### src/rtl/opb_register_bank_simulink2ppc.sv
// OPB slave exposing C_NUM_REGS fabric words as one coherent shadow snapshot,
// plus a CTRL word carrying a 16-bit capture counter and the live-mode enable.
module opb_register_bank_simulink2ppc #(
  parameter logic [31:0] C_BASEADDR   = 32'hFFFFFFFF,
  parameter logic [31:0] C_HIGHADDR   = 32'h00000000,
  parameter int          C_OPB_AWIDTH = 32,
  parameter int          C_OPB_DWIDTH = 32,
  parameter              C_FAMILY     = "virtex5",
  parameter int unsigned C_NUM_REGS   = 4
) (
  input  logic                      OPB_Clk,
  input  logic                      OPB_Rst_n,
  input  logic [0:31]               OPB_ABus,
  input  logic [0:3]                OPB_BE,
  input  logic [0:31]               OPB_DBus,
  input  logic                      OPB_RNW,
  input  logic                      OPB_select,
  input  logic                      OPB_seqAddr,
  output logic [0:31]               Sl_DBus,
  output logic                      Sl_xferAck,
  output logic                      Sl_errAck,
  output logic                      Sl_retry,
  output logic                      Sl_toutSup,
  input  logic [32*C_NUM_REGS-1:0]  user_data_in,
  input  logic                      user_capture_in
);

  logic [31:0] addr, wdata, offset, word_idx;
  logic        hit, xfer_start, ctrl_wr, capture;
  logic        xfer_ack_q, xfer_ack_d;
  logic [31:0] rdata_q, rdata_d, rd_mux;
  logic        live_q, live_d;
  logic        sw_trig_q, sw_trig_d;
  logic        clr_q, clr_d;
  logic [15:0] count_q, count_d;
  logic [31:0] shadow_q [C_NUM_REGS];
  logic [31:0] shadow_d [C_NUM_REGS];
  logic        unused_ok;

  // Big-endian OPB buses map straight onto [31:0]: bus index 0 is bit 31.
  assign addr     = OPB_ABus;
  assign wdata    = OPB_DBus;
  assign offset   = addr - C_BASEADDR;
  assign word_idx = {2'b00, offset[31:2]};

  assign hit        = OPB_select && (addr >= C_BASEADDR) && (addr <= C_HIGHADDR);
  assign xfer_start = hit && !xfer_ack_q;
  assign ctrl_wr    = xfer_start && !OPB_RNW && (word_idx == '0) && OPB_BE[3];
  assign capture    = sw_trig_q || user_capture_in;

  always_comb begin
    rd_mux = '0;
    if (word_idx == '0) rd_mux = {count_q, 14'd0, live_q, 1'b0};
    for (int unsigned k = 0; k < C_NUM_REGS; k++) begin
      if (word_idx == k + 1) rd_mux = shadow_q[k];
    end
  end

  always_comb begin
    xfer_ack_d = xfer_start;
    rdata_d    = (xfer_start && OPB_RNW) ? rd_mux : '0;
    sw_trig_d  = ctrl_wr && wdata[0];
    clr_d      = ctrl_wr && wdata[2];
    live_d     = ctrl_wr ? wdata[1] : live_q;
    // Clear and capture landing in the same cycle leave exactly one capture counted.
    count_d = count_q;
    if (clr_q)        count_d = capture ? 16'd1 : 16'd0;
    else if (capture) count_d = count_q + 16'd1;
    for (int unsigned k = 0; k < C_NUM_REGS; k++) begin
      shadow_d[k] = (capture || live_q) ? user_data_in[32*k +: 32] : shadow_q[k];
    end
  end

  always_ff @(posedge OPB_Clk or negedge OPB_Rst_n) begin
    if (!OPB_Rst_n) begin
      xfer_ack_q <= 1'b0;
      rdata_q    <= '0;
      live_q     <= 1'b0;
      sw_trig_q  <= 1'b0;
      clr_q      <= 1'b0;
      count_q    <= '0;
      shadow_q   <= '{default: '0};
    end else begin
      xfer_ack_q <= xfer_ack_d;
      rdata_q    <= rdata_d;
      live_q     <= live_d;
      sw_trig_q  <= sw_trig_d;
      clr_q      <= clr_d;
      count_q    <= count_d;
      shadow_q   <= shadow_d;
    end
  end

  assign Sl_DBus    = rdata_q;
  assign Sl_xferAck = xfer_ack_q;
  assign Sl_errAck  = 1'b0;
  assign Sl_retry   = 1'b0;
  assign Sl_toutSup = 1'b0;

  assign unused_ok = ^{OPB_seqAddr, OPB_BE[0:2], wdata[31:3], offset[1:0],
                       C_FAMILY, C_OPB_AWIDTH, C_OPB_DWIDTH};

endmodule

### config.mk
export PLATFORM = sky130hd
export DESIGN_NAME = opb_register_bank_simulink2ppc
export DESIGN_NICKNAME = d
export VERILOG_FILES = /design/src/rtl/opb_register_bank_simulink2ppc.sv
export SDC_FILE = /design/constraint.sdc
export NUM_CORES = 1
export LEC_CHECK = 0
export CAP_MARGIN = 20
export CORE_AREA = 2 2 91 93
export DETAILED_ROUTE_END_ITERATION = 8
export DIE_AREA = 0 0 93 95
export PLACE_DENSITY = 0.69
export SETUP_SLACK_MARGIN = 0.02
export SLEW_MARGIN = 5
export SYNTH_ARGS = -nofsm -noshare
export SYNTH_HDL_FRONTEND = slang
export SYNTH_SLANG_ARGS = --single-unit
### constraint.sdc
create_clock -name OPB_Clk -period 1.8 [get_ports OPB_Clk]
set_clock_uncertainty 0.2 [all_clocks]
set_input_delay 0.27 -clock OPB_Clk [delete_from_list [all_inputs] [get_ports OPB_Clk]]
set_output_delay 0.27 -clock OPB_Clk [all_outputs]
set_load 0.02 [all_outputs]
==> results of run 1 <==
[what timing repair did]
action | in CTS | in global routing
gates resized for setup | 0 | 0
hold endpoints to repair | 33 | 0
hold buffers | 1 | 0
endpoints found under the setup margin | 0 | 0
[Yosys cell counts]
| library cell | instances | area, um^2 |
|---|---|---|
| dfrtp_1 | 33 | 826 |
| conb_1 | 1 | 3.75 |
| buf_4 | 3 | 22.5 |
[layer usage]
layer	routed length, um	GRT usage
met5	0	0
met4	18	0.0184
met3	127	0.0255
met2	741	0.0562
met1	488	0.0314
[where the power goes]
part | total (mW) | switching [mW] | internal (mW)
Clock | 0.540 | 0.237 | 0.303
Combinational | 0.155 | 0.0896 | 0.0651
Sequential | 0.788 | 0.00894 | 0.779
[flip-flops by register name, indices dropped and copies added (netlist names)]
| register | flops |
|---|---|
| Sl_DBus | 32 |
| Sl_xferAck | 1 |
[area by class of cell]
cell class,instances,area share
repair buffers,35,0.227
well taps,105,0.0862
multi-input cells,36,0.0887
clock buffers,7,0.0567
flip-flops and latches,33,0.542
[worst paths after layout]
check                      slack [ns]  cells after the start               endpoint
setup / recovery                 0.13                      1            Sl_DBus[23]
hold / removal                   0.39                      2  Sl_DBus[27]$_DFF_PN0_
max in group asynchronous        0.55                      2  Sl_DBus[16]$_DFF_PN0_
min in group OPB_Clk             1.21                      1             Sl_DBus[7]
[per-stage QoR]
step	setup WS, ns	instances	instance area [um^2]
3_5_place_dp	0.407	208	1430
5_1_grt	0.0554	216	1520
4_1_cts	0.0919	216	1520
3_3_place_gp	0.429	208	1430
2_1_floorplan	0.914	72	983
6_report	0.126	216	1520
[cells by family (layout without fill, tap and decap cells)]
kind of cell	count (synthesis)	in the layout	share of synthesized area
buffers and inverters	3	42	0.0264
other	1	36	0.00440
DFF	33	33	0.969
==> flow_summary_export.csv, run 1 <==
group,metric,value,unit
die,ios,238,
critical_path,cp_slowest_cell,"clkdlybuf4s50_1",
cells_and_area,drive_gt1_frac,0.0631,
timing,maxSlewViolCount,0,
critical_path,endpoint_kind,"output pin",
drt,antenna_left,0,
cells_and_area,multi_input_area,135,um^2
timing,finalHoldViolCount,0,
logic_synthesis,synthCells,37,
cells_and_area,synthToLayoutAreaGrowth,78.9,%
drt,drtIter0Drc,7,
grt,overflow,0,
clocking,clkTransAtPathRegs,0.07,ns
cells_and_area,final_common_cell,"conb_1",
logic_synthesis,syn_avg_cell_area,23.0,um^2
cells_and_area,diodes,0,
timing,rsz0062_at_grt,"no",
clocking,cts.sinks,33,
clocking,numCtsBuffers,5,
critical_path,cp_data_arrival_time,1.20,ns
worst_hold_path,min_path_type,"input pin to asynchronous set/reset pin",
cells_and_area,finish.net_count,313,
drt,wire_per_inst,6.37,um
critical_path,worst-path-max-fanout,1,
placement,dp_hpwl,936,um
die,num_rows,33,
clocking,cts_tree,"built",
drt,drt_first_pass_iters,2,
logic_synthesis,syn_area,852,um^2
grt,grt_util_all_layers,0.0344,
pwr,p_per_area,973,mW/mm^2
timing,finalSetupViolCount,0,
critical_path,critical_path.startpoint,"Sl_DBus[23]$_DFF_PN0_",
logic_synthesis,ys_seq_elements,33,
clocking,ctsLongestPathBuffers,2,
die,initial_core_util,0.107,
timing,worst_pin_slew,0.720,ns
grt,grt_pass1_wl,2.12,mm
pwr,p_leak,0.683,nW
pwr,total_power,1.48,mW
cells_and_area,final-seq-area,826,um^2
critical_path,crit_chain,"clkdlybuf4s50_1",
clocking,cts_root_buffer,"clkbuf_8",
flow_run,maxCapViolations,0,
timing,finalSetupTns,0,ns
clocking,cts_htree_levels,2,
logic_synthesis,synth.distinct_cells,3,
critical_path,setup.worst_path.start_class,"flip-flop",
cells_and_area,mostFrequentLayoutCells,"conb_1, dfrtp_1, clkdlybuf4s50_1, clkbuf_8",
die,die_h,95,um
drt,viasPerCell,2.11,
timing,slew_headroom,0.520,
placement,gp_congestion,0.497,
critical_path,required,1.33,ns
die,die-area,0.00884,mm^2
drt,drc,0,
logic_synthesis,ys.warnings.count,0,
critical_path,critPathTopFamily,"buffers and inverters",
grt,grt_pass1_vias,476,
drt,vias,456,
outcome,status,"finished, final reports clean",
grt,grt_max_degree,34,
cells_and_area,num-fill-cells,889,
clocking,cts_setup_buffers,0,
timing,finalCriticalPeriod,1.67,ns
grt,antenna_found_initial,0,
critical_path,crit_type,"flip-flop to output pin",
timing,fin_hold_ws,0.392,ns
die,core_area,0.00793,mm^2
placement,port_buffers,34,
timing,timing.final.crit_share,0.930,
logic_synthesis,seq_area_frac_synth,0.969,
timing,max_freq,597,MHz
cells_and_area,final_util,0.192,
drt,drt-total-wl,1.38,mm
critical_path,cpPeakStageDelay,0.61,ns
die,fp.dieW,93,um
critical_path,critPathBufInv,1,
pwr,ir_drop,0.000209,V
Power figures use the tool's default switching activity.
==> inputs of run 2 (changes only) <==
--- a/config.mk
+++ b/config.mk
@@ -6,10 +6,10 @@
 export NUM_CORES = 1
 export LEC_CHECK = 0
 export CAP_MARGIN = 20
-export CORE_AREA = 2 2 91 93
+export CORE_AREA = 2 2 92 94
 export DETAILED_ROUTE_END_ITERATION = 8
-export DIE_AREA = 0 0 93 95
-export PLACE_DENSITY = 0.69
+export DIE_AREA = 0 0 94 96
+export PLACE_DENSITY = 0.68
 export SETUP_SLACK_MARGIN = 0.02
 export SLEW_MARGIN = 5
 export SYNTH_ARGS = -nofsm -noshare
==> constraint.sdc (replaced) <==
create_clock -name OPB_Clk -period 1.85 [get_ports OPB_Clk]
set_clock_uncertainty 0.2 [all_clocks]
set_input_delay 0.2775 -clock OPB_Clk [delete_from_list [all_inputs] [get_ports OPB_Clk]]
set_output_delay 0.2775 -clock OPB_Clk [all_outputs]
set_load 0.02 [all_outputs]
==> flow_summary_export.csv, run 2 (synthesis results as in run 1) <==
group,metric,value,unit
drt,wire_per_inst,6.28,um
clocking,cts_htree_levels,2,
outcome,status,"finished, final reports clean",
pwr,sw_frac_of_total,0.227,
timing,max_freq,593,MHz
die,num_rows,33,
timing,timing.final.crit_share,0.911,
cells_and_area,drive_gt1_frac,0.0631,
die,core_area,0.00805,mm^2
drt,drt_first_pass_iters,2,
die,initial_core_util,0.106,
pwr,p_sw,0.328,mW
clocking,ctsLongestPathBuffers,2,
drt,met2_length,719,um
timing,rsz0062_at_grt,"no",
critical_path,required,1.37,ns
timing,slew_headroom,0.528,
cells_and_area,finish.net_count,313,
drt,drtIter0Drc,2,
die,ios,238,
clocking,numCtsBuffers,5,
pwr,pwr-share-comb,0.104,
critical_path,crit_chain,"clkdlybuf4s50_1",
timing,finalCriticalPeriod,1.69,ns
pwr,internal-power,1.12,mW
critical_path,worst-path-stages,1,
pwr,power_frac_seq,0.531,
grt,grt_util_all_layers,0.0327,
timing,worst_pin_slew,0.708,ns
drt,antenna_left,0,
drt,wl_met1,448,um
placement,dp.cells,208,
clocking,cts.sinks,33,
critical_path,worstSetupEndpoint,"Sl_DBus[23]",
placement,dpl_cell_area,0.00143,mm^2
placement,dp_hpwl,998,um
drt,vias,472,
critical_path,cp_data_arrival_time,1.21,ns
die,die-area,0.00902,mm^2
critical_path,cp_slowest_cell,"clkdlybuf4s50_1",
clocking,cts_tree,"built",
placement,port_buffers,34,
cells_and_area,final_util,0.189,
cells_and_area,diodes,0,
clocking,cts.repair.resized,0,
cells_and_area,finish.instance_area,0.00152,mm^2
drt,wl_met3,159,um
cells_and_area,finalNonFillerCells,216,
grt,overflow,0,
grt,grt_max_degree,34,
placement,gp_congestion,0.492,
drt,drt-total-wl,1.36,mm
critical_path,endpoint_kind,"output pin",
pwr,p_leak,0.683,nW
critical_path,critical_path.startpoint,"Sl_DBus[23]$_DFF_PN0_",
die,fp.dieW,94,um
worst_hold_path,min_path_type,"input pin to asynchronous set/reset pin",
drt,drc,0,
grt,antenna_found_initial,0,
critical_path,crit_type,"flip-flop to output pin",
pwr,pwr-share-clk,0.365,
clocking,clkTransAtPathRegs,0.07,ns
timing,finalSetupViolCount,0,
critical_path,critPathBufInv,1,
timing,maxSlewViolCount,0,
drt,viasPerCell,2.19,
pwr,p_per_area,948,mW/mm^2
critical_path,cpPeakStageDelay,0.60,ns
flow_run,maxCapViolations,0,
pwr,ir_drop,0.000249,V
drt,top_layer_used,"met4",
timing,finalSetupTns,0,ns
critical_path,setup.worst_path.start_class,"flip-flop",
grt,grt_pass1_wl,2.03,mm
cells_and_area,largest_register_ffs,32,
cells_and_area,final_common_cell,"conb_1",
timing,finalHoldViolCount,0,
die,die_h,96,um
clocking,cts_root_buffer,"clkbuf_8",
grt,grt_pass1_vias,485,
critical_path,critPathTopFamily,"buffers and inverters",
cells_and_area,synthToLayoutAreaGrowth,78.9,%
critical_path,worst-path-max-fanout,1,
cells_and_area,mostFrequentLayoutCells,"conb_1, dfrtp_1, clkdlybuf4s50_1, clkbuf_8",
run 2: cell counts in the layout (fill, tap and decap cells not counted):
No cell type changed its count.
run 2: what timing repair did:
action	in CTS	in global routing
endpoints found under the hold margin	33	0
hold buffers	1	0
setup buffers	0	0
run 2: per-layer routing:
| metal | vias up | GRT usage |
|---|---|---|
| li1 | 217 | - |
| met1 | 227 | 0.0276 |
| met2 | 24 | 0.0548 |
| met3 | 4 | 0.0282 |
| met4 | 0 | 0.0145 |
| met5 | - | 0 |
run 2: stage by stage:
stage / setup slack (ns) / power [mW] / hold WS [ns]
2_1_floorplan: 0.956 / 0.846 / -0.218
3_3_place_gp: 0.472 / 0.929 / 0.182
3_5_place_dp: 0.448 / 0.932 / 0.183
4_1_cts: 0.131 / 1.49 / 0.423
5_1_grt: 0.110 / 1.54 / 0.477
6_report: 0.164 / 1.44 / 0.392
run 2: layout make-up:
cell class / instances / area [um^2]
flip-flops and latches: 33 / 826
repair buffers: 35 / 345
fillers: 879 / 6530
multi-input cells: 36 / 135
well taps: 105 / 131
clock buffers: 7 / 86.3
run 2: how the worst min path moves through the flow:
| stage | from | endpoint | slack (ns) | cells after the start |
|---|---|---|---|---|
| final | OPB_Rst_n | Sl_DBus[21]$_DFF_PN0_ | 0.39 | 2 |
| after detailed placement | OPB_Rst_n | Sl_DBus[2]$_DFF_PN0_ | 0.18 | 1 |
| after CTS | OPB_Rst_n | Sl_DBus[21]$_DFF_PN0_ | 0.42 | 2 |
| after floorplan | OPB_Rst_n | Sl_DBus[0]$_DFF_PN0_ | -0.22 | 0 |
| after global routing | OPB_Rst_n | Sl_DBus[30]$_DFF_PN0_ | 0.48 | 2 |
| after global placement | OPB_Rst_n | Sl_DBus[9]$_DFF_PN0_ | 0.18 | 1 |
run 2: power by group through the flow:
stage / combinational (mW) / sequential, mW / clock (mW)
finish: 0.150 / 0.767 / 0.528
global placement: 0.149 / 0.780 / 0
CTS: 0.152 / 0.768 / 0.570
detailed placement: 0.150 / 0.782 / 0
global route: 0.164 / 0.770 / 0.603
floorplan: 0.0159 / 0.830 / 0
